--- src/rtl/wb_master_arbiter.sv ---
// Two-master, one-slave Wishbone arbiter with round-robin grant held per bus cycle
// and a per-transfer timeout that returns err to the owning master.
module wb_master_arbiter #(
   parameter int AW      = 32,
   parameter int DW      = 32,
   parameter int TIMEOUT = 255,
   parameter int CW      = 8
) (
   input  logic            wb_clk_i,
   input  logic            wb_rst_n_i,
   input  logic            m0_cyc_i,
   input  logic            m0_stb_i,
   input  logic            m0_we_i,
   input  logic [DW/8-1:0] m0_sel_i,
   input  logic [AW-1:0]   m0_adr_i,
   input  logic [DW-1:0]   m0_dat_i,
   output logic [DW-1:0]   m0_dat_o,
   output logic            m0_ack_o,
   output logic            m0_err_o,
   input  logic            m1_cyc_i,
   input  logic            m1_stb_i,
   input  logic            m1_we_i,
   input  logic [DW/8-1:0] m1_sel_i,
   input  logic [AW-1:0]   m1_adr_i,
   input  logic [DW-1:0]   m1_dat_i,
   output logic [DW-1:0]   m1_dat_o,
   output logic            m1_ack_o,
   output logic            m1_err_o,
   output logic            s_cyc_o,
   output logic            s_stb_o,
   output logic            s_we_o,
   output logic [DW/8-1:0] s_sel_o,
   output logic [AW-1:0]   s_adr_o,
   output logic [DW-1:0]   s_dat_o,
   input  logic [DW-1:0]   s_dat_i,
   input  logic            s_ack_i,
   output logic [1:0]      grant_o,
   output logic            timeout_o
);

   typedef enum logic [1:0] {IDLE, OWN0, OWN1, ERR} state_t;

   state_t        state_q, state_d;
   logic          last_q, last_d;
   logic [CW-1:0] cnt_q, cnt_d;
   logic [1:0]    grant_q, grant_d;
   logic          own1;

   always_ff @(posedge wb_clk_i or negedge wb_rst_n_i) begin
      if (!wb_rst_n_i) begin
         state_q <= IDLE;
         last_q  <= 1'b1;
         cnt_q   <= '0;
         grant_q <= '0;
      end else begin
         state_q <= state_d;
         last_q  <= last_d;
         cnt_q   <= cnt_d;
         grant_q <= grant_d;
      end
   end

   assign grant_o = grant_q;
   assign own1    = (state_q == OWN1);

   always_comb begin
      state_d   = state_q;
      last_d    = last_q;
      cnt_d     = cnt_q;
      grant_d   = grant_q;
      s_cyc_o   = 1'b0;
      s_stb_o   = 1'b0;
      s_we_o    = 1'b0;
      s_sel_o   = '0;
      s_adr_o   = '0;
      s_dat_o   = '0;
      m0_dat_o  = '0;
      m0_ack_o  = 1'b0;
      m0_err_o  = 1'b0;
      m1_dat_o  = '0;
      m1_ack_o  = 1'b0;
      m1_err_o  = 1'b0;
      timeout_o = 1'b0;
      case (state_q)
         IDLE: begin
            cnt_d   = '0;
            grant_d = '0;
            // last_q==1 means m1 was served most recently, so m0 wins a tie
            if (m0_cyc_i && (!m1_cyc_i || last_q)) begin
               state_d = OWN0;
               grant_d = 2'b01;
               last_d  = 1'b0;
            end else if (m1_cyc_i) begin
               state_d = OWN1;
               grant_d = 2'b10;
               last_d  = 1'b1;
            end
         end
         OWN0, OWN1: begin
            s_cyc_o  = own1 ? m1_cyc_i : m0_cyc_i;
            s_stb_o  = own1 ? m1_stb_i : m0_stb_i;
            s_we_o   = own1 ? m1_we_i  : m0_we_i;
            s_sel_o  = own1 ? m1_sel_i : m0_sel_i;
            s_adr_o  = own1 ? m1_adr_i : m0_adr_i;
            s_dat_o  = own1 ? m1_dat_i : m0_dat_i;
            m0_ack_o = !own1 && s_ack_i;
            m1_ack_o = own1 && s_ack_i;
            m0_dat_o = own1 ? '0 : s_dat_i;
            m1_dat_o = own1 ? s_dat_i : '0;
            if (!s_cyc_o) begin
               state_d = IDLE;
               grant_d = '0;
               cnt_d   = '0;
            end else if (s_stb_o && !s_ack_i) begin
               if (cnt_q == CW'(TIMEOUT - 1)) begin
                  state_d = ERR;
                  cnt_d   = '0;
               end else begin
                  cnt_d = cnt_q + CW'(1);
               end
            end else begin
               cnt_d = '0;
            end
         end
         ERR: begin
            timeout_o = 1'b1;
            m0_err_o  = grant_q[0];
            m1_err_o  = grant_q[1];
            state_d   = IDLE;
            grant_d   = '0;
            cnt_d     = '0;
         end
         default: begin
            state_d = IDLE;
            grant_d = '0;
         end
      endcase
   end

endmodule
--- config.mk ---
export PLATFORM = sky130hd
export DESIGN_NAME = wb_master_arbiter
export DESIGN_NICKNAME = d
export VERILOG_FILES = /design/src/rtl/wb_master_arbiter.sv
export SDC_FILE = /design/constraint.sdc
export NUM_CORES = 1
export LEC_CHECK = 0
export ABC_AREA = 0
export CORE_AREA = 8 8 118 120
export DETAILED_ROUTE_END_ITERATION = 10
export DIE_AREA = 0 0 126 128
export HOLD_SLACK_MARGIN = 0.02
export PLACE_DENSITY_LB_ADDON = 0.08
export SLEW_MARGIN = 5
export SYNTH_ARGS = -nofsm -noshare
export SYNTH_HDL_FRONTEND = slang
export SYNTH_SLANG_ARGS = --single-unit
--- constraint.sdc ---
create_clock -name wb_clk_i -period 1.7 [get_ports wb_clk_i]
set_input_delay 0.17 -clock wb_clk_i [delete_from_list [all_inputs] [get_ports wb_clk_i]]
set_output_delay 0.17 -clock wb_clk_i [all_outputs]
set_load 0.005 [all_outputs]
# Yosys cells after proc, flatten, opt, wreduce, memory -nomap -nowiden
# Index checks and enable logic that the tools add are counted.
[op_classes]
n_addsub = 1
n_eq_ne = 8
mux = 37
reduce_logical = 14
[op_table]
columns = ["op", "n"]
rows = [
  ["$mux W32", 8],
  ["$mux W8", 3],
  ["$mux W2", 8],
  ["$pmux W8 S2", 1],
  ["$mux W1", 13],
  ["$pmux W2 S3", 2],
  ["$ne A3 B3 Y1 const B", 3],
  ["$add A8 B1 Y8 const B", 1],
  ["$eq A8 B8 Y1 const B", 1],
  ["$mux W4", 2],
  ["$eq A2 B2 Y1 const B", 2],
  ["$logic_and A1 B1 Y1", 4],
  ["$reduce_or A2 Y1", 2],
  ["$logic_not A1 Y1", 3],
  ["$reduce_and A3 Y1", 1],
  ["$eq A2 B1 Y1 const B", 1],
  ["$logic_not A2 Y1", 1],
  ["$ne A2 B2 Y1 const B", 1],
  ["$reduce_and A2 Y1", 1],
  ["$reduce_bool A2 Y1", 1],
  ["$logic_or A1 B1 Y1", 1],
]
[word_totals]
reg_bits = 13
out_inout_bits = 142
elab_cells = 64

# Longest topological paths before layout
[depth]
ltp_word = 6
ltp_mapped = 8

# Worst setup path after synthesis
# Ideal clock, no wire load.
[synth_timing]
kind = "reg-to-output"
from = "register state_q[0]"
to = "output s_adr_o[0]"
t_arrival_ns = 1.475
required_ns = 1.530
path_slack_ns = 0.055
path_stages_with_launch = 8
path_buffers = 3
cell_sequence = "dfrtp_1 > inv_1 > ha_1 > buf_4 > buf_2 > buf_2 > mux2i_1 > nor2b_1"
[synth_via]
elab_chain_cells = 3
elab_cells_between_ends = 5
[synth_rtl]
columns = ["item", "line", "text"]
rows = [
  ["from (decl)", "43", "state_t state_q, state_d;"],
  ["from (signal assigned)", "56", "state_q <= state_d;"],
  ["$eq A2 B2 Y1 or $eq A2 B1 Y1 (tied branches)", "64, 84", ""],
  ["$mux W32 or $reduce_or A2 Y1 (tied branches)", "104, 84", ""],
  ["$mux W32 *", "84", "case (state_q)"],
  ["to (decl)", "33", "output logic [AW-1:0] s_adr_o,"],
]
# Every way passes the cells marked *; elsewhere a longest branch is shown, timed or not.

# Worst setup path after layout
[layout_timing]
from = "register state_q[0]"
to = "output s_adr_o[2]"
# Same word-level chain as after synthesis.

==> results.md <==
* Clock latency on the worst-skew pair at 0.24 ns
* Rows at between 40 and 50
* Commonest cells after routing, fill and taps aside: clkdlybuf4s50_1 (266), mux2i_1 (69), nor2b_1 (69)
* Routed len/inst at approximately 19 µm
* Ports at 319
* Port buffer count at ~320
* Yosys warns at 0
* Setup slack after layout at -0.4930 ns
* RSZ-0062 raised after global routing: yes
* Synth Area in Simple Gates at about 45%
* Non-filler cells, final at 779
* Overall routed net length at around 15000 µm
* Share of power burned in registers at between 5 and 6%
* Core Box Area at roughly 12000 µm²
* Clk sink count at 13
* Largest family of logic cells by synthesized area: simple AND/OR/NAND/NOR gates
* Power Dens Cells at 1447 nW/µm²
* Worst Path Required at 1.53 ns
* CP Capture Type: output port
* Multiplexer share of the synthesized area at 29.92%
* Xor-xnor portion of the synthesized cell area at under 10%
* Total global routing overflow at 0
* First-pass GRT wire length at around 22000 µm
* Critical Path Source Type: flop
* GRT Resource Usage Total at 17.33%
* Layout cell share with drive strength beyond 1 at 13.83%
* Post-DP HPWL at between 10000 and 15000 µm
* Number of DRC markers in iteration 0 at about 110
* Count of pins over their slew limit at 0
* Starting density of the core at between 10% and 20%
* Data arrival time of the critical path at 2.02 ns
* Antenna violations before repair at 0
* Worst slew pin tran at between 0.5 and 0.6 ns
* Lkg Pwr at roughly 2.5 nW
* Number of synthesized register bits at 13
* Area leader, netlist: mux2i_1
* Cells after DPL at 772
* Syn_area_per_cell at between 7 and 8 µm²
* Fmax at between 0.4 and 0.5 GHz
* Largest net degree at the start of global routing at 34
* Place WS at -0.3451 ns
* Relative slew margins at 60.87%
* 1st-pass router iterations at 4
* Switching Share at 38.32%
* Mapped Nets at roughly 490
* Outcome: complete, but fails checks
* Diode count at 0
* H-Tree Depth at 1
* TritonCTS clock tree: yes
* Combinational share of power at about nine tenths
* Final worst path period need at approximately 2.2 ns
* Vert. Die Dim at about 130 µm
* Area fraction of the dominant cell type after synthesis at roughly 29%
* Endpoints failing hold at 0
* Syn Std Cell Area at 2392 µm²
* Hold Path Class: input port to async pin
* Worst-path maximum fanout at 22
* Area contributors post-synth: mux2i_1 (29%), nor2b_1 (19%), and2_1 (18%)
* Final Skew at ~0.0015 ns
* VDD IR-drop max at slightly above 0.6 mV
* # nets final at between 800 and 900
* Max-cap viol count at 0
* Clk pin slew, worst setup/hold paths at approximately 0.040 ns
* Net Sw Power at 3.252 mW
* Adder-Cell Fraction of Synth Area at 2.615%
* Area growth syn-to-layout at 145.2%
* Count of antenna-violating nets left after detailed routing at 0
* Commonest non-fill, non-tap cell in the layout: clkdlybuf4s50_1
* Vias at approximately 3300
* Power, Total at about 8.5 mW
* DRC viols at 0
* Cell-internal power at about 5.2 mW
* Sum of negative setup slack at -41.18 ns
* Clk pwr share at under 10%
* Clk root buf: clkbuf_16
* Sequential share of the synthesized area at between 10% and 20%
* DIE AREA at 16130 µm²
* Number of global-route vias before repair at approximately 3600
* Mapped Cells at between 300 and 400
* CTS Buf Count at 3
* Vias/cell at approximately 4.2
* Critical path class: flop to output port
* DP Area at ~6000 µm²
* RD Place Congestion at ~0.84
* Synth Area in Compound Gates at under 10%
* Yosys cell types at 32
* Final instance area at between 5000 and 6000 µm²
* Die W at around 130 µm
* Max clock buf depth at 2
* Period utilisation layout at 129.0%
* Failing checks: negative setup slack
* Finish-stage setup viols at approximately 140
## layout make-up
class                      count  area (µm²)
sequential                    13       326.6
multi-input combinational    263        2003
fill                        1206        6342
inverter                       5       18.77
timing repair buffer         344        3252
clock buffer                   4       78.83
tap                          150       187.7
## synthesized netlist by cell type
library cell,count
nor2b_1,72
a22o_1,1
o22ai_1,1
nor3_1,3
and3_1,2
nor2_1,10
and2_1,68
ha_1,5
o32a_1,1
o21a_1,1
buf_4,1
mux2i_2,1
nand3_2,1
clkbuf_1,14
a21oi_1,1
mux2i_1,69
inv_1,5
o21ai_0,1
nor4_2,1
nand2_1,7
nand4_1,2
nor4b_4,1
dfrtp_1,12
nand2_2,1
mux2_2,1
buf_2,8
xnor2_1,1
nand3_1,5
o31ai_1,1
xor2_1,5
dfstp_2,1
and4_1,1
## cells by family after synthesis
family                     after synthesis
and+or+nand+nor                        174
DFF                                     13
buffers and inverters                   28
xor gates and xnor gates                 6
AOI/OAI and AO/OA                        7
adders and majority gates                5
muxes                                   71
## worst paths after layout
check / cells after the start / end / start / slack [ns]
worst max-delay path: 6 / s_adr_o[2] / state_q[0]$_DFFE_PN0P_ / -0.49
worst min-delay path: 1 / cnt_q[3]$_DFF_PN0_ / wb_rst_n_i / 0.30
worst max register to register: 7 / state_q[0]$_DFFE_PN0P_ / state_q[0]$_DFFE_PN0P_ / -0.18
worst min register to register: 2 / grant_o[0]$_DFFE_PN0N_ / grant_o[0]$_DFFE_PN0N_ / 0.50
max in group asynchronous: 1 / state_q[0]$_DFFE_PN0P_ / wb_rst_n_i / 1.01
min in group wb_clk_i: 2 / grant_o[0]$_DFFE_PN0N_ / grant_o[0]$_DFFE_PN0N_ / 0.50
## state kept, by name, summed over array words and instances, names as in the netlist
register and flops:
cnt_q 8, grant_o 2, last_q 1, state_q 2
## worst max-delay path: stages (launching register included)
cell and delay, ns:
dfrtp_1 0.39, inv_2 0.11, ha_4 0.26, buf_12 0.22
mux2i_1 0.26, nor2b_1 0.07, clkdlybuf4s50_1 0.46
## power by group through the flow
| stage | Combinational, mW | Clock, mW | Sequential [mW] |
|---|---|---|---|
| after floorplan | 3.13 | 0 | 0.435 |
| after global placement | 8.17 | 0 | 0.424 |
| after detailed placement | 8.17 | 0 | 0.427 |
| after CTS | 7.88 | 0.455 | 0.428 |
| after global routing | 8.25 | 0.467 | 0.436 |
| final | 7.62 | 0.444 | 0.429 |
## metal layers
layer  up-vias  GRT usage (%)  part of all wire [%]
li1       1649              -                     -
met1      1473          17.07                    35
met2       156          34.30                    55
met3         8          6.780                   9.1
met4         0          1.769                  0.88
met5         -              0                     0
## stage by stage
stage	hold slack, ns	util (%)
after floorplan	-0.1256	-
after global placement	0.4760	48.31
after detailed placement	0.4950	48.31
after CTS	0.3310	48.12
after global routing	0.3585	48.05
final	0.3049	48.05
## repair_timing
action	CTS	global route
pin swaps	1	3
gates resized for setup	116	47
hold buffers	0	0
setup buffers	1	2
endpoints found under the setup margin	150	151
(Power assumes the default switching activity.)
